**src/rtl/vram_arbiter.sv**
```systemverilog
// ============================================================================
//  Module   : vram_arbiter
//  Purpose  : Shares one synchronous 16 KB video RAM between the ULA video
//             fetch and the Z80 memory bus. Video fetch always wins. CPU
//             screen-page accesses are queued, issued in a free RAM cycle and
//             completed with a one-cycle ack pulse.
//  Options  : define VRAM_CONTENTION_EN to hold CPU accesses off while the
//             video block asserts its contention window (vid_cn).
//  Revision : 1.0 - initial release
// ============================================================================
`default_nettype none

module vram_arbiter #(
   parameter int         MEM_AW    = 14,
   parameter logic [1:0] BASE_PAGE = 2'b01
) (
   input  logic              clock_i,
   input  logic              reset_i,
   input  logic              ce_i,
   input  logic              vid_rd_i,
   input  logic              vid_cn_i,
   input  logic [12:0]       vid_a_i,
   output logic [7:0]        vid_d_o,
   input  logic              cpu_req_i,
   input  logic              cpu_we_i,
   input  logic [15:0]       cpu_a_i,
   input  logic [7:0]        cpu_di_i,
   output logic [7:0]        cpu_do_o,
   output logic              cpu_ack_o,
   output logic              cpu_wait_o,
   output logic [MEM_AW-1:0] mem_a_o,
   output logic              mem_we_o,
   output logic [7:0]        mem_d_o,
   input  logic [7:0]        mem_q_i
);

   localparam logic [2:0] S_IDLE = 3'd0;
   localparam logic [2:0] S_MISS = 3'd1;
   localparam logic [2:0] S_PEND = 3'd2;
   localparam logic [2:0] S_CAP  = 3'd3;
   localparam logic [2:0] S_ACK  = 3'd4;

   logic [2:0]        state_q, state_d;
   logic              lat_we_q;
   logic [MEM_AW-1:0] lat_a_q;
   logic [7:0]        lat_di_q;
   logic [7:0]        cpu_do_q;
   logic              vid_sel_q;
   logic [7:0]        vid_d_q;
   logic [MEM_AW-1:0] mem_a_q, mem_a_d;
   logic              block;
   logic              issue;
   logic              cpu_hit;

   // The pixel strobe does not gate the RAM; the video block already qualifies rd.
`ifdef VRAM_CONTENTION_EN
   assign block = vid_cn_i;
   logic unused_ok;
   assign unused_ok = ce_i;
`else
   assign block = 1'b0;
   logic unused_ok;
   assign unused_ok = ce_i ^ vid_cn_i;
`endif

   assign cpu_hit  = (cpu_a_i[15:14] == BASE_PAGE);
   assign vid_d_o  = vid_d_q;
   assign cpu_do_o = cpu_do_q;
   assign mem_a_o  = mem_a_d;
   assign mem_d_o  = lat_di_q;

   // FSM state register
   always_ff @(posedge clock_i) begin
      if (reset_i) begin
         state_q <= S_IDLE;
      end else begin
         state_q <= state_d;
      end
   end

   // FSM next-state logic
   always_comb begin
      state_d = state_q;
      case (state_q)
         S_IDLE: begin
            if (cpu_req_i) begin
               state_d = cpu_hit ? S_PEND : S_MISS;
            end
         end
         S_MISS:  state_d = S_ACK;
         S_PEND: begin
            if (issue) begin
               state_d = S_CAP;
            end
         end
         S_CAP:   state_d = S_ACK;
         S_ACK:   state_d = S_IDLE;
         default: state_d = S_IDLE;
      endcase
   end

   // FSM outputs and RAM port steering; reset suppresses any RAM write or ack
   always_comb begin
      issue      = (state_q == S_PEND) && !vid_rd_i && !block && !reset_i;
      cpu_ack_o  = (state_q == S_ACK) && !reset_i;
      cpu_wait_o = ((state_q == S_PEND) || (state_q == S_CAP) ||
                    (state_q == S_MISS)) && !reset_i;
      mem_we_o   = issue && lat_we_q;
      if (vid_rd_i) begin
         mem_a_d = MEM_AW'(vid_a_i);
      end else if (issue) begin
         mem_a_d = lat_a_q;
      end else begin
         mem_a_d = mem_a_q;
      end
   end

   // Video fetch return path: the RAM answers one clock after the address
   always_ff @(posedge clock_i) begin
      if (reset_i) begin
         vid_sel_q <= 1'b0;
         vid_d_q   <= 8'h00;
         mem_a_q   <= '0;
      end else begin
         vid_sel_q <= vid_rd_i;
         mem_a_q   <= mem_a_d;
         if (vid_sel_q) begin
            vid_d_q <= mem_q_i;
         end
      end
   end

   // CPU request latch and read-data register
   always_ff @(posedge clock_i) begin
      if (reset_i) begin
         lat_we_q <= 1'b0;
         lat_a_q  <= '0;
         lat_di_q <= 8'h00;
         cpu_do_q <= 8'hFF;
      end else begin
         if ((state_q == S_IDLE) && cpu_req_i) begin
            lat_we_q <= cpu_we_i;
            lat_a_q  <= cpu_a_i[MEM_AW-1:0];
            lat_di_q <= cpu_di_i;
         end
         if ((state_q == S_MISS) && !lat_we_q) begin
            cpu_do_q <= 8'hFF;
         end
         if ((state_q == S_CAP) && !lat_we_q) begin
            cpu_do_q <= mem_q_i;
         end
      end
   end

endmodule

`default_nettype wire

```
**config.mk**
```make
export PLATFORM = sky130hd
export DESIGN_NAME = vram_arbiter
export DESIGN_NICKNAME = d
export VERILOG_FILES = /design/src/rtl/vram_arbiter.sv
export SDC_FILE = /design/constraint.sdc
export NUM_CORES = 1
export LEC_CHECK = 0
export ABC_CLOCK_PERIOD_IN_PS = 2200
export CAP_MARGIN = 5
export CORE_ASPECT_RATIO = 1.5
export CORE_MARGIN = 2
export CORE_UTILIZATION = 30
export CTS_CLUSTER_SIZE = 40
export DETAILED_ROUTE_END_ITERATION = 10
export PLACE_DENSITY = 0.6
export SYNTH_ARGS = -nofsm -noshare
export SYNTH_HDL_FRONTEND = slang
export SYNTH_SLANG_ARGS = --single-unit
```
**constraint.sdc**
```tcl
create_clock -name clock_i -period 2.2 [get_ports clock_i]
set_input_delay 0.44 -clock clock_i [delete_from_list [all_inputs] [get_ports clock_i]]
set_output_delay 0.44 -clock clock_i [all_outputs]
set_load 0.01 [all_outputs]
```
==> Word-level counts from Yosys, hierarchy flattened <==
Cells that the tools add are included.
{ "classes": {"n_eq_ne": 7, "n_mux": 8, "n_reduce_logical": 17} }
{ "op_table": {"columns": ["cell", "count"], "rows": [
  ["14-bit two-way mux", 2],
  ["8-bit two-way mux", 2],
  ["3-bit one-hot mux with 3 select lines", 1],
  ["1-bit logical AND", 8],
  ["3-bit by 2-bit equality test with 1-bit output (second input constant)", 2],
  ["3-bit two-way mux", 2],
  ["2-bit != test (second input constant)", 2],
  ["3-bit by 1-bit equality test with 1-bit output (second input constant)", 1],
  ["3-bit equality test (second input constant)", 1],
  ["1-bit logical NOT", 3],
  ["3-bit logical NOT", 1],
  ["2-bit by 1-bit equality test with 1-bit output (second input constant)", 1],
  ["1-bit logical OR", 2],
  ["2-bit two-way mux", 1],
  ["2-bit AND reduction", 1],
  ["2-bit nonzero test", 1],
  ["2-bit OR reduction", 1]
]} }
{ "totals": {"reg_bits": 57, "in_bits": 52, "output_inout_bits": 41, "wordCells": 40} }

==> Depth between registers and ports, before layout <==
Gate-level depths: netlist of the first run.
{ "logic_depth": {"word_depth": 5, "depth_mapped": 6, "ltp_nobuf": 3} }

==> Worst setup path before layout of the first run <==
Ideal clock, no wire load.
{ "synth_path": {"path_type": "input to output", "startpoint": "in reset_i", "endpoint": "out mem_a_o[10]", "t_arrival_ns": 1.686, "required_ns": 1.760, "slack_ns": 0.074, "stages": 5, "n_path_buf": 2, "cell_sequence": "buf_2 nor4b_4 buf_6 mux2_2 a21oi_1"} }
{ "synth_via": {"elab_chain_len": 4} }
{ "synth_lines": {"columns": ["item", "line_no", "rtl"], "rows": [
  ["from (decl)", "18", "input logic reset_i,"],
  ["1-bit logical NOT", "104", "issue = (state_q == S_PEND) && !vid_rd_i && !block && !reset_i;"],
  ["1-bit logical AND", "104", null],
  ["14-bit two-way mux", "111", "end else if (issue) begin"],
  ["14-bit two-way mux", "109", "if (vid_rd_i) begin"],
  ["to (decl)", "31", "output logic [MEM_AW-1:0] mem_a_o,"]
]} }
No other way between the ends.

==> Worst setup path in the final report of the first run <==
{ "layout_path": {"startpoint": "reg state_q[0]", "endpoint": "out mem_a_o[5]"} }
{ "layout_via": {"elab_chain_len": 5} }
{ "layout_lines": {"columns": ["item", "line_no", "rtl"], "rows": [
  ["from (decl)", "43", "logic [2:0] state_q, state_d;"],
  ["from (signal assigned)", "77", "state_q <= state_d;"],
  ["3-bit by 2-bit equality test with 1-bit output", "104", null],
  ["1-bit logical AND (2 in a row)", "104", null],
  ["14-bit two-way mux", "111", null],
  ["14-bit two-way mux", "109", null]
]} }
No other way between the ends.

==> key figures, run 1 <==
Clock tree
  – Clk slew on worst S/H paths: 0.05 ns
  – CTS tree: built
  – CTS Root Buffer Type: clkbuf_16
  – Worst skew pair latency: 0.32 ns
  – TritonCTS Buffers: 9
  – Clock Tree Buf Depth: 2
  – TritonCTS Sinks: 57
  – Hold bufs inserted after CTS: 0
  – CTS H-tree lvls: 3

Route
  – Final wirelength: 6790 µm
  – Routed Antenna Nets: 0
  – Vias after detailed routing: 2269
  – Avg WL per Cell: 13.7 µm
  – DRC: 0
  – Number of iterations in the first detailed-routing pass: 4
  – Detailed Route Iter0 Violations: 98
  – DR vias/cell: 4.57

Timing
  – Skew final: 0.00595 ns
  – Slew margin rel.: 67.2%
  – Final hold viol count: 0
  – Max-slew violation count: 0
  – RSZ-0062 raised after global routing: yes
  – Fmax achieved: 0.442 GHz
  – Final setup violation count: 13
  – Min setup slack post-route: -0.0643 ns
  – Crit path time final: 2.26 ns
  – Slew @ Worst Pin: 0.489 ns
  – Tcrit/Tclk final: 103%

Final layout
  – Non-filler cells, final: 496
  – Most common cell after layout, fill and taps aside: clkdlybuf4s50_1
  – Final nets: 439
  – N_diodes: 0
  – Area Overhead vs Synth: 59.9%
  – Most frequent cells in the layout: clkdlybuf4s50_1, dfxtp_1, nand2_1
  – Layout cells sized above 1: 22.0%

Global routing
  – Met2 Usage GRT: 29.7%
  – Gr busiest metal: met2
  – Met1 Use GR: 18.8%
  – Gr ovfl total: 0
  – Vias in the first global route: 2239
  – First-pass GRT wire length: 11300 µm
  – Total global-route track usage: 16.7%
  – Antenna violations before repair: 0
  – Largest net degree at the start of global routing: 60
  – Global-route met3 utilization: 5.05%

Placement
  – DP HPWL: 4640 µm
  – Dpl ws: -0.325 ns
  – IO buf count: 90
  – Cells after DPL: 477
  – GP Congestion: 0.755

Setup path
  – Critical path class: reg -> out
  – Setup crit start kind: flip-flop
  – CP max FO: 7
  – Worst Setup EP: mem_a_o[5]
  – Worst-case reg-to-reg path depth: 6
  – CP required: 1.76 ns
  – R2R Path End: mem_a_q[3]
  – Crit. Startpoint: state_q[0]
  – Worst reg2reg setup slack: 0.50 ns
  – CP endpoint kind: output port
  – Worst r2r src: state_q[0]
  – Worst EP arrival: 1.82 ns

Status
  – Outcome: finished, violations left
  – Failing checks: setup timing

Yosys
  – Leading area contributor after synthesis: dfxtp_1
  – Post-synthesis mux area share: 9.75%
  – Post-Syn Area per Cell: 8.42 µm²
  – Xor and xnor area share after synthesis: 0%
  – Synth Area in Compound Gates: 14.5%
  – Adder-cell share of the synthesized area: 0%
  – Syn nets: 340
  – Post-synthesis async set-or-reset flop share: 0%
  – Synth Instances: 288
  – Largest family of logic cells by synthesized area: simple AND/OR/NAND/NOR gates
  – Top post-synthesis cells by area: dfxtp_1, a21oi_1, nand2_1
  – Post-synthesis sequential area ratio: 47.0%
  – Synth Flop Type: dfxtp_1
  – Yosys cell types: 29
  – Yosys reg bits: 57
  – EDFF count, synth: 0
  – Mapped cell area: 2430 µm²
  – Synth top area share: 47.0%
  – Ys Warns: 0
  – Synth Area in Simple Gates: 21.5%

Floorplan
  – Die width: 77.4 µm
  – Io pins: 93
  – Die Y: 114 µm
  – Cell row count: 40
  – Initial Util: 30.7%
  – Die area: 8840 µm²
  – Core area: 7910 µm²

Power and ir drop
  – Leak Pwr: 1.62 nW
  – Power Dens Cells: 765 nW/µm²
  – Peak VDD IR: 0.533 mV

Worst hold path
  – Worst hold-check path type: reg -> reg
  – Hold depth: 2

Flow run
  – Max-cap violations: 0
-- cells by family after synthesis --
group | Yosys count
compound gates | 59
simple gates | 113
flops | 57
buf+inv | 37
mux | 22
-- registers in the layout, summed over array words and instances, names as in the netlist --
name       cells
lat_a_q       14
mem_a_q       14
cpu_do_o       8
mem_d_o        8
vid_d_o        8
state_q        3
lat_we_q       1
vid_sel_q      1
-- report_power, final --
part | switching [mW] | internal (mW)
logic | 0.217 | 0.255
registers | 0.0304 | 1.10
clock network | 0.443 | 0.926
total | 0.690 | 2.28
-- worst min-delay path by stage --
stage	to	slack, ns	startpoint
after global placement	mem_d_o[7]	0.44	mem_d_o[7]
after detailed placement	lat_a_q[8]	0.45	lat_a_q[8]
after global routing	mem_d_o[7]	0.47	mem_d_o[7]
final	mem_d_o[7]	0.45	mem_d_o[7]
after floorplan	lat_a_q[13]	0.44	lat_a_q[13]
after CTS	lat_a_q[8]	0.46	lat_a_q[8]
-- worst max-delay path, cell delays in order (launching register included) --
cell and delay, ns:
dfxtp_2 0.33, nor4b_4 0.28, buf_4 0.17, clkbuf_16 0.15, mux2_4 0.31, a21oi_2 0.13, buf_2 0.15
-- metrics by stage --
step | area [µm²] | hold slack, ns | power, mW | util (%) | setup TNS, ns
after floorplan | 2430 | 0.436 | 1.37 | - | 0
after global routing | 3880 | 0.475 | 3.11 | 49.1 | -1.28
after detailed placement | 3490 | 0.450 | 1.61 | 44.1 | -4.17
final | 3880 | 0.455 | 2.97 | 49.1 | -0.254
after CTS | 3860 | 0.457 | 3.01 | 48.8 | -1.18
after global placement | 3490 | 0.443 | 1.60 | 44.1 | -3.87
-- final cells by class --
type	instances	area, µm²
clock buffers	12	256
flip-flops and latches	57	1140
inverters	14	52.6
repair buffers	111	1020
clock inverters	3	40.0
well taps	105	131
fillers	818	4030
multi-input cells	194	1230
-- layer usage --
metal	wire, µm	part of all wire (%)	vias up
met5	0	0	-
li1	-	-	1159
met2	3540	52	65
met3	307	4.5	6
met1	2870	42	1039
met4	73	1.1	0
-- synth_stat cells, types with 2 or more instances --
| cell | number |
|---|---|
| a211oi_1 | 13 |
| a21oi_1 | 36 |
| buf_2 | 5 |
| buf_6 | 4 |
| clkbuf_1 | 14 |
| dfxtp_1 | 57 |
| inv_1 | 13 |
| mux2_2 | 13 |
| mux2i_1 | 9 |
| nand2_1 | 46 |
| nor2_1 | 44 |
| nor2b_1 | 2 |
| nor3_1 | 9 |
| o21bai_1 | 8 |
-- timing repair --
| action | CTS | global route |
|---|---|---|
| gates resized for setup | 89 | 4 |
| hold endpoints to repair | 0 | 0 |
| cloned | 1 | 0 |
| pin swaps | 1 | 1 |
| endpoints found under the setup margin | 16 | 16 |
| buffers inserted | 2 | 1 |
(Power assumes the default switching activity.)
==> run 2, diff against run 1 <==
--- a/config.mk
+++ b/config.mk
@@ -12,7 +12,8 @@
 export CORE_UTILIZATION = 30
 export CTS_CLUSTER_SIZE = 40
 export DETAILED_ROUTE_END_ITERATION = 10
-export PLACE_DENSITY = 0.6
+export DONT_BUFFER_PORTS = 1
+export PLACE_DENSITY = 0.46
 export SYNTH_ARGS = -nofsm -noshare
 export SYNTH_HDL_FRONTEND = slang
 export SYNTH_SLANG_ARGS = --single-unit
==> key figures, run 2 (synthesized netlist as in run 1, its figures left out) <==
Setup path
  – Worst-case reg-to-reg path depth: 5 (was 6)
  – CP max FO: 8 (was 7)
  – Critical path class: reg -> out (unchanged)
  – Max stage delay cell, worst path: mux2_2 (was dfxtp_2)
  – Worst path bufs/invs: 1 (was 3)
  – Critical Path, Cell by Cell: nor4b_4 > buf_4 > mux2_2 > a21oi_2 (was nor4b_4 > buf_4 > clkbuf_16 > mux2_4 > a21oi_2 > buf_2)
  – Largest stage delay, worst path: 0.37 ns (was 0.33 ns)
  – Worst EP arrival: 1.73 ns (was 1.82 ns)
  – CP endpoint kind: output port (unchanged)
  – Number of cells on the critical path: 4 (was 6)
  – Setup crit start kind: flip-flop (unchanged)
  – CP top delay family: multiplexers (was buffers and inverters)
  – CP required: 1.76 ns (about the same)

Placement
  – Placement Cell Area: 2540 µm² (was 3490 µm²)
  – IO buf count: 0 (was 90)
  – GP Congestion: 0.696 (was 0.755)
  – DP HPWL: 4120 µm (was 4640 µm)
  – Dpl ws: 0.236 ns (was -0.325 ns)

Timing
  – Slew @ Worst Pin: 0.698 ns (was 0.489 ns)
  – Skew final: 0.00578 ns (was 0.00595 ns)
  – Final hold viol count: 0 (unchanged)
  – Worst hold slack: 0.184 ns (was 0.455 ns)
  – Max-slew violation count: 0 (unchanged)
  – Min setup slack post-route: 0.0335 ns (was -0.0643 ns)
  – Tcrit/Tclk final: 98.5% (was 103%)
  – Fmax achieved: 0.462 GHz (was 0.442 GHz)
  – Setup TNS: 0 ns (was -0.254 ns)
  – Slew margin rel.: 52.8% (was 67.2%)
  – Crit path time final: 2.17 ns (was 2.26 ns)
  – Final setup violation count: 0 (was 13)
  – RSZ-0062 raised after global routing: yes (unchanged)

Worst hold path
  – Worst hold-check path type: in -> reg (was reg -> reg)
  – Hold depth: 1 (was 2)

Clock tree
  – TritonCTS Sinks: 57 (unchanged)
  – Clk slew on worst S/H paths: 0.05 ns (about the same)
  – Clock Tree Buf Depth: 2 (unchanged)
  – Worst skew pair latency: 0.32 ns (about the same)
  – CTS H-tree lvls: 3 (unchanged)
  – Post-CTS Setup Inserts: 0 (was 2)
  – CTS Root Buffer Type: clkbuf_16 (unchanged)
  – CTS tree: built (unchanged)
  – TritonCTS Buffers: 9 (unchanged)

Final layout
  – FILL cells: 888 (was 818)
  – Most common cell after layout, fill and taps aside: dfxtp_1 (was clkdlybuf4s50_1)
  – Area Overhead vs Synth: 18.6% (was 59.9%)
  – Layout cells sized above 1: 19.7% (was 22.0%)
  – Final instance area: 2880 µm² (was 3880 µm²)
  – Biggest regs: lat_a_q x14, mem_a_q x14 (unchanged)
  – Most frequent cells in the layout: dfxtp_1, nand2_1, nor2_1 (was clkdlybuf4s50_1, dfxtp_1, nand2_1)
  – N_diodes: 0 (unchanged)
  – Final nets: 341 (was 439)

Power and ir drop
  – Final total power: 2.65 mW (was 2.97 mW)
  – Leak Pwr: 1.15 nW (was 1.62 nW)
  – Combinational power share: 9.6% (was 15.9%)
  – Sw Share: 23.5% (was 23.3%)
  – Net switching power: 624 µW (was 690 µW)
  – Clock group share of total power: 47.5% (was 46.1%)
  – Peak VDD IR: 0.393 mV (was 0.533 mV)
  – Int Pwr: 2.03 mW (was 2.28 mW)
  – Power Dens Cells: 922 nW/µm² (was 765 nW/µm²)
  – Sequential share of power: 42.9% (was 38.0%)

Global routing
  – Largest net degree at the start of global routing: 61 (was 60)
  – Total global-route track usage: 14.1% (was 16.7%)
  – First-pass GRT wire length: 9400 µm (was 11300 µm)
  – Gr ovfl total: 0 (unchanged)
  – Vias in the first global route: 1884 (was 2239)
  – Antenna violations before repair: 0 (unchanged)

Floorplan
  – Io pins: 93 (unchanged)
  – Die area: 8840 µm² (unchanged)
  – Core area: 7910 µm² (unchanged)
  – Cell row count: 40 (unchanged)
  – Die width: 77.4 µm (unchanged)
  – Initial Util: 30.7% (unchanged)
  – Die Y: 114 µm (unchanged)

Status
  – Outcome: finished, final reports clean (was finished, violations left)

Route
  – Detailed Route Iter0 Violations: 60 (was 98)
  – DRC: 0 (unchanged)
  – Final wirelength: 5970 µm (was 6790 µm)
  – Vias after detailed routing: 1922 (was 2269)
  – Routed Antenna Nets: 0 (unchanged)
  – Number of iterations in the first detailed-routing pass: 4 (unchanged)
  – DR vias/cell: 4.82 (was 4.57)
  – Avg WL per Cell: 15.0 µm (was 13.7 µm)

Flow run
  – Max-cap violations: 0 (unchanged)
==> run 2: cell count changes in the layout (fill, tap and decap cells not counted), sizes merged <==
cell,change
bufinv,-1
dlymetal6s2s,-1
clkinv,+1
clkdlybuf4s50,-72
buf,-24
==> run 2: power groups by stage <==
| stage | Combinational [mW] | Sequential (mW) | Clock, mW |
|---|---|---|---|
| global placement | 0.241 | 1.16 | 0 |
| detailed placement | 0.245 | 1.16 | 0 |
| floorplan | 0.223 | 1.15 | 0 |
| finish | 0.255 | 1.14 | 1.26 |
| global route | 0.287 | 1.15 | 1.35 |
| CTS | 0.253 | 1.14 | 1.31 |
==> run 2: layout make-up <==
cell class / instances / area, µm² / area share, %
multi-input cells: 194 / 1170 / 40.8
flip-flops and latches: 57 / 1140 / 39.7
clock buffers: 13 / 260 / 9.04
well taps: 105 / 131 / 4.57
repair buffers: 13 / 101 / 3.52
inverters: 14 / 52.6 / 1.83
clock inverters: 3 / 15.0 / 0.522
==> run 2: per-stage QoR <==
step	util, %	cells
after global routing	36.4	399
after detailed placement	32.1	383
after global placement	32.1	383
after floorplan	-	288
after CTS	36.0	399
final	36.4	399
==> run 2: metal layers <==
| layer | vias to the layer above | global-route usage [%] | part of all wire (%) |
|---|---|---|---|
| met5 | - | 0 | 0 |
| met4 | 0 | 7.50 | 1.7 |
| met3 | 9 | 5.36 | 8.2 |
| met2 | 67 | 24.5 | 51 |
| met1 | 879 | 14.6 | 39 |
| li1 | 967 | - | - |
==> run 2: what timing repair did <==
item / in CTS / in global routing
setup endpoints to repair: 12 / 13
hold buffers: 0 / 0
pin swaps: 1 / 1
resized for setup: 8 / 9
==> run 2: final timing paths <==
path | from | end | slack (ns)
hold / removal | vid_rd_i | mem_a_q[13] | 0.18
hold reg to reg | lat_a_q[5] | lat_a_q[5] | 0.45
setup / recovery | state_q[0] | mem_a_o[1] | 0.03
setup reg to reg | state_q[2] | mem_d_o[5] | 0.68
